$ cat config.mk
export PLATFORM = sky130hd
export DESIGN_NAME = alu_issue_sequencer
export DESIGN_NICKNAME = d
export VERILOG_FILES = /design/src/rtl/alu_issue_sequencer_pkg.sv /design/src/rtl/alu_issue_sequencer_shadow_regs.sv /design/src/rtl/alu_issue_sequencer.sv
export SDC_FILE = /design/constraint.sdc
export NUM_CORES = 1
export LEC_CHECK = 0
export BUFFER_PORTS_ARGS = -buffer_cell sky130_fd_sc_hd__buf_2
export CAP_MARGIN = 10
export CORE_ASPECT_RATIO = 0.9
export CORE_MARGIN = 5
export CORE_UTILIZATION = 50
export DETAILED_ROUTE_END_ITERATION = 8
export PLACE_DENSITY = 0.82
export SETUP_SLACK_MARGIN = 0.4
export SLEW_MARGIN = 30
export SYNTH_ARGS = -nofsm -noshare
export SYNTH_HDL_FRONTEND = slang
export SYNTH_SLANG_ARGS = --single-unit
export TNS_END_PERCENT = 1
$ cat constraint.sdc
create_clock -name clk -period 2.7 [get_ports clk]
set_input_delay 0.135 -clock clk [delete_from_list [all_inputs] [get_ports clk]]
set_output_delay 0.135 -clock clk [all_outputs]
set_load 0.05 [all_outputs]
$ cat src/rtl/alu_issue_sequencer_pkg.sv
// Shared constants for the ALU issue sequencer: operand width, opcodes,
// ALU register-file indices and the sequencer state encoding.
package alu_issue_sequencer_pkg;

  localparam int OPERAND_WIDTH = 8;

  localparam logic [OPERAND_WIDTH-1:0] OP_ADD      = 8'h01;
  localparam logic [OPERAND_WIDTH-1:0] OP_SUB      = 8'h02;
  localparam logic [OPERAND_WIDTH-1:0] OP_AND      = 8'h03;
  localparam logic [OPERAND_WIDTH-1:0] OP_OR       = 8'h04;
  localparam logic [OPERAND_WIDTH-1:0] OP_XOR      = 8'h05;
  localparam logic [OPERAND_WIDTH-1:0] OP_MULTIPLY = 8'h06;
  localparam logic [OPERAND_WIDTH-1:0] OP_DIVIDE   = 8'h07;

  localparam logic [2:0] REG_OP = 3'd0;
  localparam logic [2:0] REG_A  = 3'd1;
  localparam logic [2:0] REG_B  = 3'd2;

  typedef enum logic [2:0] {
    ST_IDLE    = 3'd0,
    ST_WR_A    = 3'd1,
    ST_WR_B    = 3'd2,
    ST_WR_OP   = 3'd3,
    ST_CAPTURE = 3'd4,
    ST_RESP    = 3'd5
  } seq_state_t;

  function automatic logic is_write_state(input seq_state_t s);
    return (s == ST_WR_A) || (s == ST_WR_B) || (s == ST_WR_OP);
  endfunction

endpackage

$ cat src/rtl/alu_issue_sequencer_shadow_regs.sv
// Shadow copies of the three ALU registers; flags which of a new request's
// fields actually need to be written.
module alu_issue_sequencer_shadow_regs #(
  parameter int OPERAND_WIDTH  = alu_issue_sequencer_pkg::OPERAND_WIDTH,
  parameter int SKIP_REDUNDANT = 1
) (
  input  logic                     clk,
  input  logic                     rstN,
  input  logic                     wr_en,
  input  logic [2:0]               wr_addr,
  input  logic [OPERAND_WIDTH-1:0] wr_data,
  input  logic [OPERAND_WIDTH-1:0] cmp_op,
  input  logic [OPERAND_WIDTH-1:0] cmp_a,
  input  logic [OPERAND_WIDTH-1:0] cmp_b,
  output logic                     need_op,
  output logic                     need_a,
  output logic                     need_b
);
  import alu_issue_sequencer_pkg::*;

  localparam int NUM_REGS = 3;

  logic [NUM_REGS-1:0] w_need;

  genvar gi;
  generate
    for (gi = 0; gi < NUM_REGS; gi++) begin : g_shadow
      localparam logic [2:0] IDX = 3'(gi);
      logic [OPERAND_WIDTH-1:0] r_val;
      logic                     r_vld;
      logic [OPERAND_WIDTH-1:0] w_cmp;

      assign w_cmp = (IDX == REG_OP) ? cmp_op :
                     (IDX == REG_A)  ? cmp_a  : cmp_b;

      always_ff @(posedge clk or negedge rstN) begin
        if (!rstN) begin
          r_val <= '0;
          r_vld <= 1'b0;
        end else if (wr_en && (wr_addr == IDX)) begin
          r_val <= wr_data;
          r_vld <= 1'b1;
        end
      end

      // An invalid shadow always forces a write, so the ALU never starts stale.
      assign w_need[gi] = (SKIP_REDUNDANT == 0) || !r_vld || (r_val != w_cmp);
    end
  endgenerate

  assign need_op = w_need[0];
  assign need_a  = w_need[1];
  assign need_b  = w_need[2];

endmodule

$ cat src/rtl/alu_issue_sequencer.sv
// Serialises {opcode, A, B} requests into ALU register-file writes, then
// captures the ALU result/flags and returns them on a valid/ready channel.
module alu_issue_sequencer #(
  parameter int OPERAND_WIDTH  = alu_issue_sequencer_pkg::OPERAND_WIDTH,
  parameter int SKIP_REDUNDANT = 1,
  parameter int CNT_WIDTH      = 16
) (
  input  logic                     clk,
  input  logic                     rstN,
  input  logic                     req_valid,
  output logic                     req_ready,
  input  logic [OPERAND_WIDTH-1:0] req_op,
  input  logic [OPERAND_WIDTH-1:0] req_a,
  input  logic [OPERAND_WIDTH-1:0] req_b,
  output logic                     rsp_valid,
  input  logic                     rsp_ready,
  output logic [OPERAND_WIDTH-1:0] rsp_result,
  output logic                     rsp_zero,
  output logic                     rsp_carry,
  output logic                     rsp_overflow,
  output logic                     rsp_error,
  output logic                     alu_writeEn,
  output logic [2:0]               alu_writeAddress,
  output logic [OPERAND_WIDTH-1:0] alu_inst,
  input  logic [OPERAND_WIDTH-1:0] alu_result,
  input  logic                     alu_zero,
  input  logic                     alu_carry,
  input  logic                     alu_overflow,
  input  logic                     alu_error,
  output logic                     busy,
  output logic [CNT_WIDTH-1:0]     op_count,
  output logic [7:0]               err_count
);
  import alu_issue_sequencer_pkg::*;

  seq_state_t               r_state;
  seq_state_t               w_state_next;
  seq_state_t               w_first_state;

  logic [OPERAND_WIDTH-1:0] r_op;
  logic [OPERAND_WIDTH-1:0] r_a;
  logic [OPERAND_WIDTH-1:0] r_b;
  logic                     r_need_b;
  logic                     r_need_op;

  logic                     r_write_en;
  logic [2:0]               r_write_addr;
  logic [OPERAND_WIDTH-1:0] r_inst;

  logic                     r_rsp_valid;
  logic [OPERAND_WIDTH-1:0] r_rsp_result;
  logic                     r_rsp_zero;
  logic                     r_rsp_carry;
  logic                     r_rsp_overflow;
  logic                     r_rsp_error;

  logic [CNT_WIDTH-1:0]     r_op_count;
  logic [7:0]               r_err_count;

  logic                     w_req_ready;
  logic                     w_accept;
  logic                     w_pop;
  logic                     w_need_op;
  logic                     w_need_a;
  logic                     w_need_b;
  logic [2:0]               w_wr_addr;
  logic [OPERAND_WIDTH-1:0] w_wr_data;

  // Shadows compare against the live request; the result only matters on accept.
  alu_issue_sequencer_shadow_regs #(
    .OPERAND_WIDTH  (OPERAND_WIDTH),
    .SKIP_REDUNDANT (SKIP_REDUNDANT)
  ) u_shadow (
    .clk     (clk),
    .rstN    (rstN),
    .wr_en   (r_write_en),
    .wr_addr (r_write_addr),
    .wr_data (r_inst),
    .cmp_op  (req_op),
    .cmp_a   (req_a),
    .cmp_b   (req_b),
    .need_op (w_need_op),
    .need_a  (w_need_a),
    .need_b  (w_need_b)
  );

  assign w_req_ready = (r_state == ST_IDLE) || ((r_state == ST_RESP) && rsp_ready);
  assign w_accept    = req_valid && w_req_ready;
  assign w_pop       = r_rsp_valid && rsp_ready;

  always_comb begin
    w_first_state = ST_CAPTURE;
    if (w_need_a)
      w_first_state = ST_WR_A;
    else if (w_need_b)
      w_first_state = ST_WR_B;
    else if (w_need_op)
      w_first_state = ST_WR_OP;
  end

  always_comb begin
    w_state_next = r_state;
    case (r_state)
      ST_IDLE: begin
        if (w_accept)
          w_state_next = w_first_state;
      end
      ST_WR_A: begin
        if (r_need_b)
          w_state_next = ST_WR_B;
        else if (r_need_op)
          w_state_next = ST_WR_OP;
        else
          w_state_next = ST_CAPTURE;
      end
      ST_WR_B:    w_state_next = r_need_op ? ST_WR_OP : ST_CAPTURE;
      ST_WR_OP:   w_state_next = ST_CAPTURE;
      ST_CAPTURE: w_state_next = ST_RESP;
      ST_RESP: begin
        if (w_accept)
          w_state_next = w_first_state;
        else if (w_pop)
          w_state_next = ST_IDLE;
      end
      default:    w_state_next = ST_IDLE;
    endcase
  end

  // First write of a request comes straight from the ports, not the capture regs.
  always_comb begin
    w_wr_addr = r_write_addr;
    w_wr_data = r_inst;
    case (w_state_next)
      ST_WR_A: begin
        w_wr_addr = REG_A;
        w_wr_data = w_accept ? req_a : r_a;
      end
      ST_WR_B: begin
        w_wr_addr = REG_B;
        w_wr_data = w_accept ? req_b : r_b;
      end
      ST_WR_OP: begin
        w_wr_addr = REG_OP;
        w_wr_data = w_accept ? req_op : r_op;
      end
      default: ;
    endcase
  end

  always_ff @(posedge clk or negedge rstN) begin
    if (!rstN) begin
      r_state        <= ST_IDLE;
      r_op           <= '0;
      r_a            <= '0;
      r_b            <= '0;
      r_need_b       <= 1'b0;
      r_need_op      <= 1'b0;
      r_write_en     <= 1'b0;
      r_write_addr   <= 3'd0;
      r_inst         <= '0;
      r_rsp_valid    <= 1'b0;
      r_rsp_result   <= '0;
      r_rsp_zero     <= 1'b0;
      r_rsp_carry    <= 1'b0;
      r_rsp_overflow <= 1'b0;
      r_rsp_error    <= 1'b0;
      r_op_count     <= '0;
      r_err_count    <= 8'd0;
    end else begin
      r_state      <= w_state_next;
      r_write_en   <= is_write_state(w_state_next);
      r_write_addr <= w_wr_addr;
      r_inst       <= w_wr_data;

      if (w_accept) begin
        r_op      <= req_op;
        r_a       <= req_a;
        r_b       <= req_b;
        r_need_b  <= w_need_b;
        r_need_op <= w_need_op;
      end

      if (r_state == ST_CAPTURE) begin
        r_rsp_valid    <= 1'b1;
        r_rsp_result   <= alu_result;
        r_rsp_zero     <= alu_zero;
        r_rsp_carry    <= alu_carry;
        r_rsp_overflow <= alu_overflow;
        r_rsp_error    <= alu_error;
      end else if (w_pop) begin
        r_rsp_valid <= 1'b0;
      end

      if (w_pop) begin
        r_op_count <= r_op_count + CNT_WIDTH'(1);
        if (r_rsp_error && (r_err_count != 8'hFF))
          r_err_count <= r_err_count + 8'd1;
      end
    end
  end

  assign req_ready        = w_req_ready;
  assign rsp_valid        = r_rsp_valid;
  assign rsp_result       = r_rsp_result;
  assign rsp_zero         = r_rsp_zero;
  assign rsp_carry        = r_rsp_carry;
  assign rsp_overflow     = r_rsp_overflow;
  assign rsp_error        = r_rsp_error;
  assign alu_writeEn      = r_write_en;
  assign alu_writeAddress = r_write_addr;
  assign alu_inst         = r_inst;
  assign busy             = (r_state != ST_IDLE);
  assign op_count         = r_op_count;
  assign err_count        = r_err_count;

endmodule

==> summary.txt <==
Hold Path Sink: r_a[3]$_DFF_PN0_
Synth warnings: 0
Syn avg cell area: 13.2 µm²
Setup TNS Final: 0 ns
RSZ-0062 raised after global routing: yes
Worst skew pair latency: 0.37 ns
Period utilization: 96.9%
DRC: 0
CTS clk-pin slew, worst paths: 0.10 ns
Clock power frac: 13.7%
Drt first pass iters: 4
Post-route clock skew: 0.0170 ns
R2R depth: 8
Async S/R FF share, synth: 100%
Area of the core: 9080 µm²
Final setup violation count: 0
Hold path start: req_a[3]
Layout cells sized above 1: 41.9%
Post-Synthesis Cells: 351
CTS Sinks: 104
Hold slack: 0.0303 ns
TritonCTS clock tree: yes
Hold violation count in the final report: 0
GRT overflow: 0
FF+latch count, synth: 104
Total Power: 7.43 mW
R2R Setup Slk: 0.08 ns
Root buffer cell: clkbuf_8
Post-synth EDFFs: 0
WHS Path Cells: 2
H-tree levels: 3
PD cells: 1310 nW/µm²
Period minus WS final: 2.62 ns
Syn Nets: 393
First-pass GRT wire length: 16900 µm
Most common cell in the netlist: dfrtp_1
HPWL Detailed: 7400 µm
Max stage delay cell, worst path: or4_4
Slew headroom: 55.5%
Crit-path cells: or3_4 -> a21bo_1 -> buf_4 -> or4_4 -> a21oi_4 -> nor2_4 -> mux2_4 -> a221o_1
DRT iter0 DRCs: 117
Final ANT Viol Nets: 0
# nets final: 514
Setup CP Type: reg2reg
Routed WL per cell: 16.9 µm
Initial antenna violation count: 0
DR vias: 3164
WP data arrival: 2.87 ns
CP required: 2.96 ns
R2r endpoint: alu_inst[3]$_DFFE_PN0P_
# rows: 33
Max cap viols: 0
Vias/cell: 5.28
Logic pwr share: 51.0%
Worst R2R Start: r_state[1]$_DFF_PN0_
Slew Limit Fails: 0
Filler cell count: 733
Leak: 2.64 nW
Area delta synth->final: 22.4%
Initial Util: 51.2%
Seq/Total Area, Yosys: 56.0%
Power share of the sequential group: 35.2%
Synth top area cells: dfrtp_1, mux2_2, xnor2_1, mux2_4, nand4_1
Die area: 11300 µm²
Largest net degree at the start of global routing: 53
ANT cells: 0
I/O Buffers: 89
Ys flop type: dfrtp_1
Sw frac: 42.3%
Least-Margin Pin Slew: 0.667 ns
Endpoint class of the critical path: register
Die H: 101 µm
Post-synthesis cell area: 4650 µm²
Crit Path Max Fanout: 9
Total CTS buffers: 9
I/O pin count: 91
Setup crit start kind: register
Fmax: 0.382 GHz
Gpl congestion: 0.809
Distinct cells, synth: 47
CP max stage delay: 0.43 ns
Clk buf depth: 2
Leading area contributor after synthesis: dfrtp_1
Status: completed
Top Family by Delay on Critical Path: simple AND/OR/NAND/NOR gates
Switching pwr: 3.14 mW
GRT Total Usage: 18.9%
Buf/Inv on CP: 1
Die Wd: 112 µm
Peak VDD IR: 993 µV
Worst Hold Class: in2reg
Vias in the first global route: 3398
Top post-synthesis cells by count: dfrtp_1, mux2_2, xnor2_1
Internal power: 4.29 mW
Total wire length: 10100 µm
Yosys top cell area share: 56.0%
sequential cells by signal, summed over array words and instances, names as in the netlist, 2 cells and up:
name / count
alu_writeAddress: 2
rsp_result: 8
alu_inst: 8
r_op: 8
u_shadow.g_shadow.r_val: 24
op_count: 16
r_a: 8
r_state: 3
err_count: 8
r_b: 8
u_shadow.g_shadow.r_vld: 3
per-layer routing:
| metal | up-vias | wire [µm] | global-route usage, % |
|---|---|---|---|
| met5 | - | 0 | 0 |
| li1 | 1487 | - | - |
| met2 | 82 | 4960 | 32.2 |
| met1 | 1578 | 4460 | 23.8 |
| met4 | 0 | 233 | 6.45 |
| met3 | 17 | 477 | 4.96 |
placed cells by master, fill, tap and decap left out, drive strengths merged, types with 5 or more instances in the layout:
cell           n
nand2         16
xor2           8
and2b          5
nor2          14
mux2          71
a221o          8
dlygate4sd3   13
nor3b         10
clkbuf        12
inv            7
buf          106
nand3         10
nand4         13
xnor2         38
dfrtp        104
power groups by stage:
stage / Sequential [mW] / Clock (mW) / Combinational [mW]
3_3_place_gp: 2.61 / 0 / 3.64
5_1_grt: 2.69 / 1.11 / 4.04
2_1_floorplan: 3.38 / 0 / 2.04
3_5_place_dp: 2.64 / 0 / 3.77
4_1_cts: 2.62 / 1.06 / 3.80
6_report: 2.62 / 1.02 / 3.79
what timing repair did:
| action | CTS | global route |
|---|---|---|
| buffers inserted | 1 | 0 |
| endpoints found under the setup margin | 11 | 11 |
| resized for setup | 1 | 0 |
| hold endpoints to repair | 61 | 0 |
| hold buffers | 13 | 0 |
final cells by class:
type,count,area (µm²),share of cell area [%]
clock buffers,12,155,2.73
flip-flops and latches,104,2600,45.7
repair buffers,119,706,12.4
well taps,122,153,2.68
multi-input cells,234,2000,35.2
clock inverters,4,56.3,0.989
inverters,4,15.0,0.264
worst max path at each step:
stage               slack, ns                       to  cells past startpoint                  from
floorplan                0.17  alu_inst[2]$_DFFE_PN0P_                      7  r_state[1]$_DFF_PN0_
global placement         0.15  alu_inst[1]$_DFFE_PN0P_                      8  r_state[1]$_DFF_PN0_
detailed placement       0.05  alu_inst[1]$_DFFE_PN0P_                      8  r_state[1]$_DFF_PN0_
CTS                      0.09  alu_inst[0]$_DFFE_PN0P_                      8  r_state[1]$_DFF_PN0_
global route             0.01  alu_inst[0]$_DFFE_PN0P_                      9  r_state[1]$_DFF_PN0_
finish                   0.08  alu_inst[3]$_DFFE_PN0P_                      8  r_state[1]$_DFF_PN0_
cells by family (layout without fill, tap and decap cells):
group,after synthesis,after routing,share of synthesized area (%)
adders and majority gates,2,2,0.538
other,1,1,0.0807
muxes,71,71,17.8
and+or+nand+nor,91,91,11.4
AOI/OAI and AO/OA,23,23,4.25
xor gates and xnor gates,46,46,8.67
DFF,104,104,56.0
buffers and inverters,13,139,1.27
per-stage QoR:
stage          worst slack [ns]  util (%)  cells  area [µm²]
3_5_place_dp             0.0540      58.7    569        5330
4_1_cts                  0.0917      62.6    599        5690
6_report                 0.0845      62.6    599        5690
5_1_grt                 0.00966      62.6    599        5690
2_1_floorplan             0.172         -    351        4660
3_3_place_gp              0.154      58.7    569        5330
Power figures use the tool's default switching activity.
